`src/rtl/node_mem_pkg.sv`:
```
// node_mem_pkg: shared node-memory address map, word geometry and scan FSM states
package node_mem_pkg;
  localparam int WORD_WIDTH = 16;
  localparam int MEM_DEPTH = 2048;
  localparam logic [15:0] BASE_NBR_ID = 16'h0048;
  localparam logic [15:0] BASE_QVALUE = 16'h01C8;
  localparam logic [15:0] BASE_BETTER_NBR = 16'h0668;
  localparam logic [15:0] BASE_NBR_CNT = 16'h068A;
  localparam logic [15:0] BASE_BETTER_CNT = 16'h068C;
  localparam int NBR_DEPTH = 64;
  localparam int BETTER_DEPTH = 16;
  typedef enum logic [2:0] {IDLE, RD_CNT, RD_Q, RD_ID, WR_BN, WR_CNT, DONE} scan_state_t;
endpackage

```
`src/rtl/better_neighbor_scan.sv`:
```
// better_neighbor_scan: bus master collecting neighbours whose qValue beats own_q
module better_neighbor_scan
  import node_mem_pkg::*;
#(
  parameter logic [15:0] ADDR_NBR_ID = BASE_NBR_ID,
  parameter logic [15:0] ADDR_QVALUE = BASE_QVALUE,
  parameter logic [15:0] ADDR_BETTER_NBR = BASE_BETTER_NBR,
  parameter logic [15:0] ADDR_NBR_CNT = BASE_NBR_CNT,
  parameter logic [15:0] ADDR_BETTER_CNT = BASE_BETTER_CNT,
  parameter int MAX_NBR = NBR_DEPTH,
  parameter int MAX_BETTER = BETTER_DEPTH
) (
  input  logic        clock,
  input  logic        reset,
  input  logic        start,
  input  logic [15:0] own_q,
  output logic        busy,
  output logic        done,
  output logic [4:0]  better_count,
  output logic        overflow,
  output logic [15:0] mem_address,
  output logic        mem_wr_en,
  output logic [15:0] mem_data_in,
  input  logic [15:0] mem_data_out
);
  localparam logic [6:0] NMAX = 7'(MAX_NBR);
  localparam logic [4:0] BMAX = 5'(MAX_BETTER);
  scan_state_t state, state_n;
  logic [6:0] i, i_n, n, n_n, i_inc;
  logic [4:0] c, c_n, cnt_n;
  logic [15:0] q, q_n, id, id_n, addr_n, din_n;
  logic wr_n, ovf_n, better;
  assign i_inc = i + 7'd1;
  assign better = mem_data_out > q;
  assign busy = state != IDLE && state != DONE;
  assign done = state == DONE;
  always_comb begin
    state_n = state;
    i_n = i;
    c_n = c;
    n_n = n;
    q_n = q;
    id_n = id;
    ovf_n = overflow;
    cnt_n = better_count;
    case (state)
      IDLE: if (start) begin
        q_n = own_q;
        i_n = '0;
        c_n = '0;
        ovf_n = 1'b0;
        state_n = RD_CNT;
      end
      RD_CNT: begin
        n_n = mem_data_out > 16'(MAX_NBR) ? NMAX : mem_data_out[6:0];
        state_n = n_n == '0 ? WR_CNT : RD_Q;
      end
      RD_Q: if (better && c < BMAX) state_n = RD_ID;
      else begin
        ovf_n = overflow | better;
        i_n = i_inc;
        state_n = i_inc == n ? WR_CNT : RD_Q;
      end
      RD_ID: begin
        id_n = mem_data_out;
        state_n = WR_BN;
      end
      WR_BN: begin
        c_n = c + 5'd1;
        i_n = i_inc;
        state_n = i_inc == n ? WR_CNT : RD_Q;
      end
      WR_CNT: begin
        cnt_n = c;
        state_n = DONE;
      end
      default: state_n = IDLE;
    endcase
  end
  // bus is registered from the upcoming state so each read settles within its own cycle
  always_comb begin
    addr_n = '0;
    wr_n = 1'b0;
    din_n = '0;
    case (state_n)
      RD_CNT: addr_n = ADDR_NBR_CNT;
      RD_Q: addr_n = ADDR_QVALUE + {8'b0, i_n, 1'b0};
      RD_ID: addr_n = ADDR_NBR_ID + {8'b0, i_n, 1'b0};
      WR_BN: begin
        addr_n = ADDR_BETTER_NBR + {10'b0, c_n, 1'b0};
        wr_n = 1'b1;
        din_n = id_n;
      end
      WR_CNT: begin
        addr_n = ADDR_BETTER_CNT;
        wr_n = 1'b1;
        din_n = {11'b0, c_n};
      end
      default: addr_n = '0;
    endcase
  end
  always_ff @(posedge clock) begin
    if (reset) begin
      state <= IDLE;
      i <= '0;
      c <= '0;
      n <= '0;
      q <= '0;
      id <= '0;
      overflow <= 1'b0;
      better_count <= '0;
      mem_address <= '0;
      mem_wr_en <= 1'b0;
      mem_data_in <= '0;
    end else begin
      state <= state_n;
      i <= i_n;
      c <= c_n;
      n <= n_n;
      q <= q_n;
      id <= id_n;
      overflow <= ovf_n;
      better_count <= cnt_n;
      mem_address <= addr_n;
      mem_wr_en <= wr_n;
      mem_data_in <= din_n;
    end
  end
endmodule

```
`config.mk`:
```
export PLATFORM = sky130hd
export DESIGN_NAME = better_neighbor_scan
export DESIGN_NICKNAME = d
export VERILOG_FILES = /design/src/rtl/node_mem_pkg.sv /design/src/rtl/better_neighbor_scan.sv
export SDC_FILE = /design/constraint.sdc
export NUM_CORES = 1
export LEC_CHECK = 0
export ABC_CLOCK_PERIOD_IN_PS = 3150
export CORE_AREA = 2 2 108 110
export DETAILED_ROUTE_END_ITERATION = 8
export DIE_AREA = 0 0 110 112
export SYNTH_ARGS = -nofsm -noshare
export SYNTH_HDL_FRONTEND = slang
export SYNTH_SLANG_ARGS = --single-unit
```
`constraint.sdc`:
```
create_clock -name clock -period 3.15 [get_ports clock]
set_clock_uncertainty 0.15 [all_clocks]
set_input_delay 0.315 -clock clock [delete_from_list [all_inputs] [get_ports clock]]
set_output_delay 0.315 -clock clock [all_outputs]
set_load 0.03 [all_outputs]
```
Word-level counts from Yosys, hierarchy flattened
Index checks and enable logic that the tools add are counted.
{"block": "word_totals", "output_inout_bits": 41, "register_bits": 93}
{"block": "classes", "n_addsub": 5, "order_cmp": 3, "n_mux": 18, "reduce_logical": 9, "n_eq_ne": 15, "bitwise_logic": 1}
{"op": "$pmux W12 S5", "n": 1}
{"op": "$pmux W16 S2", "n": 1}
{"op": "$mux W7", "n": 3}
{"op": "$pmux W7 S3", "n": 1}
{"op": "$pmux W3 S6", "n": 1}
{"op": "$gt A16 B16 Y1", "n": 1}
{"op": "$gt A16 B7 Y1 const B", "n": 1}
{"op": "$mux W16", "n": 1}
{"op": "$eq A3 B3 Y1 const B", "n": 5}
{"op": "$add A11 B6 Y12 const A", "n": 1}
{"op": "$eq A3 B2 Y1 const B", "n": 4}
{"op": "$mux W3", "n": 4}
{"op": "$add A9 B8 Y10 const A", "n": 1}
{"op": "$pmux W5 S2", "n": 1}
{"op": "$add A7 B8 Y9 const A", "n": 1}
{"op": "$add A7 B1 Y7 const B", "n": 1}
{"op": "$eq A7 B7 Y1", "n": 1}
{"op": "$logic_not A7 Y1", "n": 1}
{"op": "$eq A3 B1 Y1 const B", "n": 2}
{"op": "$add A5 B1 Y5 const B", "n": 1}
{"op": "$lt A5 B5 Y1 const B", "n": 1}
{"op": "$mux W5", "n": 1}
{"op": "$ne A2 B2 Y1 const B", "n": 2}
{"op": "$logic_not A3 Y1", "n": 1}
{"op": "other kinds (10)", "n": 13}

Longest topological paths before layout
Gate-level depths: netlist of the first run.
{"block": "logic_depth", "word_depth": 8, "mapped_depth": 14}

Worst setup path before layout of the first run
OpenSTA, ideal clock, no wires.
{"block": "synth_timing", "path_type": "reg2reg", "from": "register q[15]", "to": "register mem_address[7]", "path_slack_ns": -0.121, "arrival_time_ns": 3.046, "n_path_buf": 0, "path_stages_with_launch": 15, "path_cell_list": "dfxtp_1 > inv_1 > ha_1 > nand4_2 > or4_4 > a21oi_2 > a311oi_4 > nor2_1 > a32oi_1 > inv_2 > ha_1 > o31ai_2 > and3b_1 > or3b_1 > a31oi_1"}
{"block": "synth_via", "elab_chain_cells": 6, "elab_cells_between_ends": 14, "cone_classes": "add/sub (2); order compare (1); eq/ne (5); mux (5); reduce/logical (1)"}
{"item": "start: declaration", "line_no": "better_neighbor_scan.sv:31", "text": "logic [15:0] q, q_n, id, id_n, addr_n, din_n;"}
{"item": "start signal: assignment", "line_no": "better_neighbor_scan.sv:120", "text": "q <= q_n;"}
{"item": "$gt A16 B16 Y1 *", "line_no": "better_neighbor_scan.sv:34", "text": "assign better = mem_data_out > q;"}
{"item": "$logic_and A1 B1 Y1 *", "line_no": "better_neighbor_scan.sv:58", "text": "RD_Q: if (better && c < BMAX) state_n = RD_ID;"}
{"item": "$mux W7 *", "line_no": "better_neighbor_scan.sv:58"}
{"item": "$pmux W7 S3 *", "line_no": "better_neighbor_scan.sv:46", "text": "case (state)"}
{"item": "via i_n[2]", "line_no": "better_neighbor_scan.sv:29", "text": "logic [6:0] i, i_n, n, n_n, i_inc;"}
{"item": "$add A9 B8 Y10 or $add A7 B8 Y9 (tied branches)", "line_no": "better_neighbor_scan.sv:87, better_neighbor_scan.sv:88"}
{"item": "$pmux W12 S5 *", "line_no": "better_neighbor_scan.sv:85", "text": "case (state_n)"}
{"item": "end signal: assignment", "line_no": "better_neighbor_scan.sv:124", "text": "mem_address <= addr_n;"}
{"item": "end: declaration", "line_no": "better_neighbor_scan.sv:21", "text": "output logic [15:0] mem_address,"}
Mark *: on every way through the listed nets, which the timed path passes. The rest lies on a longest branch.
A chain may end at the register's enable or synchronous reset.

Worst setup path after layout of the first run
{"block": "layout_timing", "from": "input mem_data_out[3]", "to": "register mem_address[7]"}
{"block": "layout_via", "elab_chain_cells": 7, "elab_cells_between_ends": 18, "cone_classes": "add/sub (2); order compare (2); eq/ne (5); mux (7); reduce/logical (2)"}
{"item": "start: declaration", "line_no": "better_neighbor_scan.sv:24", "text": "input logic [15:0] mem_data_out"}
{"item": "branches (longest 6 deep; another with $gt A16 B16 Y1)"}
{"item": "$pmux W12 S5 *", "line_no": "better_neighbor_scan.sv:85"}
Every way passes the cells marked *.

==> results.txt, run 1 <==
Area Growth Syn to Fin -> 47.29%
Tcrit/Tclk final -> 1.045
Worst Hold Launch -> mem_data_out[14]
Hold Slack -> 0.2597 ns
Cells along the critical path -> clkdlybuf4s50_1 -> ha_4 -> o211ai_1 -> a2111o_1 -> a311oi_4 -> nor2_2 -> buf_4 -> a22oi_1 -> and3b_1 -> or3b_1 -> a31oi_1
Seq/Total Area, Yosys -> 0.3966
H-tree depth -> 3
Slew headroom -> 0.5414
Final setup violation count -> 3
Buffers on Ports -> 69
Utilization after layout -> 0.5057
Avg WL per Cell -> 14.76 um
WS Path Type -> in2reg
Final Max Slew Viols -> 0
Crit-path max cell delay -> 0.49 ns
R2R depth -> 12
PwrDens -> 493.7 nW/um^2
Antenna violations before repair -> 0
CP top delay family -> compound AO/OA/AOI/OAI gates
FP Rows -> 39
Startpoint Class -> input pin
Die Ht -> 112 um
Status -> finished, violations left
Largest net degree at the start of global routing -> 29
Number of synthesized register bits -> 76
Hold endpoint -> mem_data_in[14]$_SDFF_PP0_
TritonCTS Sinks -> 76
Initial DRT Pass Iterations -> 5
P_leak -> 2.221 nW
# IOs -> 76
YS warnings -> 0
Non-Filler Instances -> 745
Commonest cells after routing, fill and taps aside -> dfxtp_1 (75), nand2_1 (74), buf_4 (66), clkdlybuf4s50_1 (60), nor2_1 (49)
CTS tree -> yes
Crit-path slowest cell -> a2111o_1
Top_reg_cell synth -> dfxtp_1
Bufs on Longest Clock Path -> 2
Post-synth ARST share -> 0
Core region area -> 11170 um^2
Total CTS buffers -> 9
Clock insertion delay at the later pin of the skew report -> 0.33 ns
Final hold viol count -> 0
Total power draw -> 2.790 mW
Synth unique cells -> 66
CTS Root Cell -> clkbuf_16
DRC Markers -> 0
Setup_tns -> -0.3138 ns
Hold crit path type -> in2reg
Max Cap Viol -> 0
Drt initial violations -> 150
Tightest Pin Transition -> 0.6880 ns
Mapped Avg Cell Area -> 8.076 um^2
Final #Nets -> 653
Vias in the first global route -> 3667
Routed Antenna Nets -> 0
Final wirelength -> 11.00 mm
Reg-to-Reg End -> mem_address[7]$_SDFF_PP0_
N_diodes -> 0
Max IR drop VDD -> 0.0002411 V
First-pass GRT wire length -> 17.55 mm
Via density -> 5.081
Pre-CTS setup slack -> -0.5992 ns
Required @ worst endpoint -> 3.26 ns
Crit path max fanout -> 6
Initial Utilization -> 0.3433
PnR worst setup slack -> -0.1429 ns
Routed vias -> 3785
Share of layout cells above drive strength 1 -> 0.2143
Post-synth EDFFs -> 0
DP Cell Count -> 722
Final GP Congestion -> 0.8945
DP HPWL -> 8.274 mm
Clock-pin slew on the worst setup and hold paths -> 0.06 ns
Hold Crit Depth -> 4
Fmax achieved -> 303.7 MHz
Failing checks -> negative setup slack
Die area -> 12320 um^2
Minimum clock period -> 3.293 ns
Commonest non-fill, non-tap cell in the layout -> dfxtp_1
Total GRT Usage -> 0.1820
CP Capture Type -> register
Fin area -> 5650 um^2
RSZ-0062 raised after global routing -> true
R2R Path Start -> q[1]$_SDFFE_PP0P_
Chip Width -> 110 um
Crit path DAT -> 3.40 ns
Fill cells -> 1094
Placed Area -> 5081 um^2
Buffers plus inverters on the worst setup path -> 2
Gate Count Post-Synth -> 475
Total gr overflow -> 0
FF-to-FF setup slack -> -0.13 ns
Mapped Area -> 3836 um^2
==> flip-flops by register name, summed over array words and instances, names as in the netlist, 3 cells and up <==
signal        flops
mem_data_in      16
q                16
mem_address      10
i                 7
n                 7
better_count      5
c                 5
id                5
state             3
==> area by class of cell <==
cell class | count | area, um^2 | area share
flip-flops and latches | 76 | 1523 | 0.2695
clock buffers | 9 | 225.2 | 0.03986
multi-input cells | 347 | 2350 | 0.4159
well taps | 143 | 178.9 | 0.03167
clock inverters | 7 | 55.05 | 0.009743
inverters | 26 | 97.59 | 0.01727
repair buffers | 137 | 1221 | 0.2161
==> where the power goes <==
part | leakage (nW) | internal (mW) | switching [mW]
Clock | 0.139 | 0.544 | 0.437
Sequential | 0.617 | 1.02 | 0.0357
Combinational | 1.47 | 0.336 | 0.421
==> cell usage after synthesis (3+ instances only) <==
cell / number / area, um^2
dfxtp_1: 76 / 1521
nand2_1: 75 / 281.5
nor2_1: 51 / 191.4
a21oi_1: 41 / 205.2
inv_1: 24 / 90.09
clkbuf_1: 21 / 78.83
ha_1: 21 / 262.8
nor3_1: 21 / 105.1
a22oi_1: 12 / 90.09
nand3_1: 11 / 55.05
o21ai_0: 10 / 50.05
buf_4: 6 / 45.04
mux2i_1: 6 / 60.06
or3_1: 6 / 37.54
a31oi_1: 5 / 31.28
nor4_1: 5 / 31.28
o2bb2ai_1: 5 / 43.79
xnor2_1: 5 / 43.79
and2_1: 4 / 25.02
nand2b_1: 4 / 25.02
buf_2: 3 / 15.01
nand3b_1: 3 / 22.52
nand4_1: 3 / 18.77
o211ai_1: 3 / 22.52
o21ai_1: 3 / 15.01
o311ai_1: 3 / 26.28
==> worst min-delay path, cell delays in order <==
cell            delay, ns
dlymetal6s2s_1       0.16
buf_4                0.15
nand2_1              0.05
nor3_1               0.03
==> metal layers <==
metal,GRT usage,up-vias,part of all wire
met5,0,-,0
met4,0.06076,0,0.014
met3,0.04684,15,0.061
met2,0.3047,116,0.50
met1,0.2246,1761,0.43
li1,-,1893,-
==> logic make-up after synthesis <==
logic type	Yosys count	share of synthesized area
compound gates	107	0.1937
xor+xnor	7	0.01598
fa+ha+maj	21	0.06849
buf+inv	57	0.06295
flops	76	0.3966
mux	6	0.01566
other cells	1	0.0009775
simple gates	200	0.2456
==> how the worst max path moves through the flow <==
stage | from | end | slack, ns | cells after the start
2_1_floorplan | q[1]$_SDFFE_PP0P_ | mem_address[7]$_SDFF_PP0_ | 0.01 | 14
3_3_place_gp | mem_data_out[1] | mem_address[7]$_SDFF_PP0_ | -0.50 | 14
3_5_place_dp | mem_data_out[1] | mem_address[7]$_SDFF_PP0_ | -0.60 | 14
4_1_cts | q[1]$_SDFFE_PP0P_ | mem_address[7]$_SDFF_PP0_ | -0.14 | 14
5_1_grt | mem_data_out[3] | mem_address[8]$_SDFF_PP0_ | -0.26 | 12
6_report | mem_data_out[3] | mem_address[7]$_SDFF_PP0_ | -0.14 | 11
==> repair_timing <==
item / in CTS / in global routing
pin swaps: 15 / 28
setup endpoints to repair: 11 / 19
gates resized for setup: 12 / 29
setup buffers: 1 / 8
hold buffers: 0 / 0
Note: power is estimated with default switching activity, not from simulation.
==> run 2: changes to the inputs <==
Settings changed: SETUP_SLACK_MARGIN set to 0.5.
==> results.txt, run 2 (synthesized netlist as in run 1, its figures left out) <==
Status -> finished, violations left
Failing checks -> negative setup slack
RSZ-0062 raised after global routing -> true
Tightest Pin Transition -> 0.6755 ns (-0.01243 ns)
Fill cells -> 1038 (-5.1%)
Minimum clock period -> 3.362 ns (+0.06865 ns)
Clock insertion delay at the later pin of the skew report -> 0.34 ns (about the same)
Reg-to-Reg End -> mem_address[7]$_SDFF_PP0_
Max Cap Viol -> 0 (unchanged)
Final GP Congestion -> 0.8895 (-0.56%)
PnR worst setup slack -> -0.2115 ns (-0.06865 ns)
Required @ worst endpoint -> 3.26 ns (about the same)
R2R depth -> 12 (unchanged)
FP Rows -> 39 (unchanged)
Commonest cells after routing, fill and taps aside -> dfxtp_1 (74), nand2_1 (72), buf_4 (56), clkdlybuf4s50_1 (55), nor2_1 (46)
Bufs on Longest Clock Path -> 2 (unchanged)
Routed vias -> 3869 (+2.2%)
Hold Crit Depth -> 3 (-1)
DRC Markers -> 0 (unchanged)
Avg WL per Cell -> 15.89 um (+7.7%)
Max IR drop VDD -> 0.0003784 V (+57%)
R2R Path Start -> q[1]$_SDFFE_PP0P_
Antenna violations before repair -> 0 (unchanged)
CTS Root Cell -> clkbuf_16
Utilization after layout -> 0.5219 (+0.01624)
Final hold viol count -> 0 (unchanged)
Largest net degree at the start of global routing -> 29 (unchanged)
FF-to-FF setup slack -> -0.21 ns (-0.08 ns)
Drt initial violations -> 154 (+2.7%)
Buffers on Ports -> 69 (unchanged)
Pre-CTS setup slack -> -0.5463 ns (+0.05294 ns)
Total power draw -> 2.979 mW (+6.8%)
Via density -> 5.179 (+1.9%)
Chip Width -> 110 um (unchanged)
Total gr overflow -> 0 (unchanged)
P_leak -> 2.313 nW (+4.1%)
Crit path DAT -> 3.47 ns (+0.07 ns)
First-pass GRT wire length -> 19.19 mm (+9.3%)
Placed Area -> 5061 um^2 (-0.39%)
Clock-pin slew on the worst setup and hold paths -> 0.07 ns (about the same)
Commonest non-fill, non-tap cell in the layout -> dfxtp_1
H-tree depth -> 3 (unchanged)
Total GRT Usage -> 0.1981 (+0.01607)
Initial Utilization -> 0.3433 (unchanged)
Hold-fix buffers, CTS -> 0 (unchanged)
Vias in the first global route -> 3936 (+7.3%)
Fin area -> 5832 um^2 (+3.2%)
Total CTS buffers -> 9 (unchanged)
Routed Antenna Nets -> 0 (unchanged)
Final Max Slew Viols -> 0 (unchanged)
# IOs -> 76 (unchanged)
TritonCTS Sinks -> 76 (unchanged)
Worst Hold Launch -> mem_data_out[10]
Final wirelength -> 11.87 mm (+7.9%)
Biggest regs -> mem_data_in (16), q (16), mem_address (10)
PwrDens -> 510.8 nW/um^2 (+3.5%)
Slew headroom -> 0.5497 (+0.008287)
Final setup violation count -> 6 (+3)
Die Ht -> 112 um (unchanged)
N_diodes -> 0 (unchanged)
Setup_tns -> -0.7789 ns (-0.4651 ns)
Crit path max fanout -> 5 (-1)
WS Path Type -> reg2reg
Startpoint Class -> register
DP HPWL -> 8.382 mm (+1.3%)
Final #Nets -> 655 (+0.31%)
Tcrit/Tclk final -> 1.067 (+0.02179)
Fmax achieved -> 297.5 MHz (-2.0%)
Hold endpoint -> mem_data_in[10]$_SDFF_PP0_
Initial DRT Pass Iterations -> 4 (-1)
CTS tree -> yes
Share of layout cells above drive strength 1 -> 0.2417 (+0.02744)
Hold crit path type -> in2reg
Core region area -> 11170 um^2 (unchanged)
Area Growth Syn to Fin -> 52.02%
Die area -> 12320 um^2 (unchanged)
CP Capture Type -> register
-- run 2: cell count changes in the layout (fill, tap and decap cells not counted), sizes merged --
cell           previous run  this run
clkinvlp                  1         0
dlygate4sd2               3         6
clkdlybuf4s50            60        55
dlymetal6s2s              5         7
inv                      30        28
buf                      69        71
clkbuf                    9        10
bufinv                    0         2
-- run 2: cell type report --
cell class | instances | area, um^2 | area share
sequential | 76 | 1524 | 0.2613
tap | 143 | 178.9 | 0.03068
multi-input combinational | 347 | 2434 | 0.4173
inverter | 26 | 97.59 | 0.01673
clock inverter | 6 | 95.09 | 0.01631
clock buffer | 10 | 229.0 | 0.03926
timing repair buffer | 139 | 1274 | 0.2184
-- run 2: report_power, final --
part           internal (mW)  leakage [nW]  total [mW]  switching, mW
Clock                  0.703         0.158        1.14          0.434
Sequential              1.02         0.617        1.04         0.0228
Combinational          0.342          1.54       0.803          0.461
Total                   2.06          2.31        2.98          0.918
-- run 2: metal layers --
layer,share of wire,GRT usage,vias to the layer above
li1,-,-,1907
met1,0.42,0.2373,1801
met2,0.49,0.3264,128
met3,0.061,0.05211,33
met4,0.035,0.09198,0
met5,0,0,-
-- run 2: how the worst max path moves through the flow --
stage                                   from                        end  slack [ns]  depth (start not counted)
after floorplan           q[11]$_SDFFE_PP0P_  mem_address[7]$_SDFF_PP0_        0.05                         14
after global placement       mem_data_out[1]  mem_address[7]$_SDFF_PP0_       -0.46                         14
after detailed placement     mem_data_out[1]  mem_address[7]$_SDFF_PP0_       -0.55                         14
after CTS                  q[1]$_SDFFE_PP0P_  mem_address[7]$_SDFF_PP0_       -0.16                         14
after global routing       q[1]$_SDFFE_PP0P_  mem_address[7]$_SDFF_PP0_       -0.31                         13
final                      q[1]$_SDFFE_PP0P_  mem_address[7]$_SDFF_PP0_       -0.21                         12
-- run 2: per-stage QoR --
| stage | hold WS [ns] | cells |
|---|---|---|
| finish | 0.2741 | 747 |
| global route | 0.2876 | 747 |
| CTS | 0.2684 | 743 |
| detailed placement | 0.2977 | 719 |
| global placement | 0.2943 | 719 |
| floorplan | 0.2491 | 480 |
-- run 2: critical path: stages (launching register included) --
cell	delay, ns
dfxtp_2	0.33
inv_2	0.05
ha_4	0.26
nor2b_4	0.12
o211ai_1	0.12
a2111o_1	0.53
a311oi_4	0.46
buf_4	0.22
o221a_4	0.23
o31ai_4	0.09
and3b_1	0.22
or3b_1	0.38
a31oi_1	0.12
-- run 2: what timing repair did --
item / CTS / global route
setup buffers: 8 / 4
setup endpoints to repair: 31 / 31
resized for setup: 46 / 33
pin swaps: 28 / 26
==> run 3: changes to the inputs <==
Settings changed: CORE_AREA 2 2 108 110 to 4 4 110 112, CTS_CLUSTER_SIZE set to 30, DIE_AREA 0 0 110 112 to 0 0 114 116, SLEW_MARGIN set to 20.
==> results.txt, run 3 (synthesized netlist as in run 1, its figures left out) <==
Final setup violation count -> 2 (-4)
Failing checks -> negative setup slack
Required @ worst endpoint -> 3.26 ns (about the same)
DP HPWL -> 8.461 mm (+0.95%)
Max Cap Viol -> 0 (unchanged)
Utilization after layout -> 0.5350 (+0.01312)
Max IR drop VDD -> 0.0002421 V (-36%)
Fmax achieved -> 303.0 MHz (+1.8%)
RSZ-0062 raised after global routing -> true
Routed Antenna Nets -> 0 (unchanged)
CTS tree -> yes
Hold crit path type -> in2reg
Minimum clock period -> 3.301 ns (-0.06090 ns)
First-pass GRT wire length -> 19.15 mm (-0.18%)
Final GP Congestion -> 0.8723 (-1.9%)
Hold-fix buffers, CTS -> 0 (unchanged)
TritonCTS Sinks -> 76 (unchanged)
Crit-path slowest cell -> a2111o_1
Largest net degree at the start of global routing -> 29 (unchanged)
Commonest cells after routing, fill and taps aside -> nand2_1 (73), dfxtp_1 (71), buf_4 (59), clkdlybuf4s50_1 (52), nor2_1 (45)
Total CTS buffers -> 9 (unchanged)
Antenna violations before repair -> 0 (unchanged)
Fill cells -> 1042 (+0.39%)
Area Growth Syn to Fin -> 56.52%
Core region area -> 11220 um^2 (+0.44%)
Crit-path max cell delay -> 0.49 ns (-0.04 ns)
Chip Width -> 114 um (+3.6%)
Crit path max fanout -> 5 (unchanged)
Buffers on Ports -> 69 (unchanged)
Biggest regs -> mem_data_in (16), q (16), mem_address (10)
DR WL met3 -> 608 um (-16%)
Buffers plus inverters on the worst setup path -> 2 (unchanged)
Slew headroom -> 0.5465 (-0.003192)
Tightest Pin Transition -> 0.6803 ns (+0.004789 ns)
CTS Root Cell -> clkbuf_16
Commonest non-fill, non-tap cell in the layout -> nand2_1
Cells along the critical path -> inv_2 -> ha_4 -> nor2b_4 -> o211ai_1 -> a2111o_1 -> a311oi_4 -> nor2_2 -> a32oi_2 -> inv_2 -> ha_4 -> o31ai_4 -> a21boi_1 -> or3b_1 -> a31oi_1
Vias in the first global route -> 3959 (+0.58%)
CP startpoint -> q[1]$_SDFFE_PP0P_
Die Ht -> 116 um (+3.6%)
Status -> finished, violations left
CP top delay family -> compound AO/OA/AOI/OAI gates
Share of layout cells above drive strength 1 -> 0.2794 (+0.03769)
Worst Hold Launch -> mem_data_out[12]
PnR worst setup slack -> -0.1506 ns (+0.06090 ns)
Crit path DAT -> 3.41 ns (-0.06 ns)
Die area -> 13220 um^2 (+7.3%)
Final #Nets -> 663 (+1.2%)
Total power draw -> 3.032 mW (+1.8%)
Via density -> 5.207 (+0.53%)
Total gr overflow -> 0 (unchanged)
# IOs -> 76 (unchanged)
Clock insertion delay at the later pin of the skew report -> 0.34 ns (about the same)
PwrDens -> 505.0 nW/um^2 (-1.1%)
Startpoint Class -> register
H-tree depth -> 3 (unchanged)
Final wirelength -> 12.12 mm (+2.1%)
Tcrit/Tclk final -> 1.048 (-0.01933)
R2R Path Start -> q[1]$_SDFFE_PP0P_
Clock-pin slew on the worst setup and hold paths -> 0.06 ns (about the same)
DRT met1 WL -> 5.163 mm (+3.9%)
Bufs on Longest Clock Path -> 2 (unchanged)
Initial DRT Pass Iterations -> 4 (unchanged)
Final Max Slew Viols -> 0 (unchanged)
Max layer used -> met4
WL met2 -> 6.106 mm (+5.9%)
Total GRT Usage -> 0.1810 (-0.01714)
Avg WL per Cell -> 16.05 um (+1.0%)
P_leak -> 2.351 nW (+1.6%)
Initial Utilization -> 0.3418 (-0.001493)
N_diodes -> 0 (unchanged)
CP Capture Type -> register
WS Path Type -> reg2reg
Routed vias -> 3931 (+1.6%)
Final hold viol count -> 0 (unchanged)
Drt initial violations -> 157 (+1.9%)
DRC Markers -> 0 (unchanged)
FP Rows -> 39 (unchanged)
-- run 3: cell count changes in the layout (fill, tap and decap cells not counted), sizes merged --
cell,change
buf,+8
dlymetal6s2s,-3
clkdlybuf4s50,-3
dlygate4sd2,+6
-- run 3: cell type report --
cell class	instances	area (um^2)	share of cell area
Inverter	26	97.59	0.01625
Tap cell	143	178.9	0.02980
Clock buffer	10	229.0	0.03813
Timing Repair Buffer	147	1338	0.2228
Sequential cell	76	1528	0.2544
Multi-Input combinational cell	347	2539	0.4228
Clock inverter	6	95.09	0.01584
-- run 3: what timing repair did --
action	in CTS	in global routing
setup buffers	8	11
pin swaps	32	20
setup endpoints to repair	29	30
resized for setup	66	42
-- run 3: worst min-delay path, delay by kind of cell --
kind,cells,cell delay [ns]
buffers and inverters,2,0.32
and+or+nand+nor,2,0.08
-- run 3: routing by layer --
layer,global-route usage,vias to the layer above
li1,-,1914
met1,0.2193,1892
met2,0.3165,105
met3,0.04386,20
met4,0.05780,0
met5,0,-
-- run 3: through the flow --
| stage | hold WS [ns] | std cells | instance area, um^2 | TNS [ns] | setup WS, ns |
|---|---|---|---|---|---|
| 6_report | 0.2706 | 755 | 6005 | -0.1719 | -0.1506 |
| 5_1_grt | 0.2863 | 755 | 6005 | -0.7333 | -0.2814 |
| 4_1_cts | 0.2523 | 744 | 5720 | -0.04151 | -0.04151 |
| 3_5_place_dp | 0.2984 | 720 | 5069 | -6.475 | -0.5449 |
| 3_3_place_gp | 0.2928 | 720 | 5069 | -5.713 | -0.4637 |
| 2_1_floorplan | 0.2491 | 480 | 3901 | 0 | 0.04500 |
-- run 3: power breakdown --
part	leakage, nW	switching (mW)	total (mW)	internal [mW]
logic	1.57	0.485	0.858	0.373
registers	0.618	0.0257	1.04	1.02
clock network	0.158	0.429	1.13	0.703
total	2.35	0.939	3.03	2.09
-- run 3: worst paths after layout --
path,to,slack [ns],cells after the start
max,mem_address[7]$_SDFF_PP0_,-0.15,14
min,mem_data_in[12]$_SDFF_PP0_,0.27,4
max reg2reg,mem_address[7]$_SDFF_PP0_,-0.15,14
min reg2reg,q[7]$_SDFFE_PP0P_,0.31,2
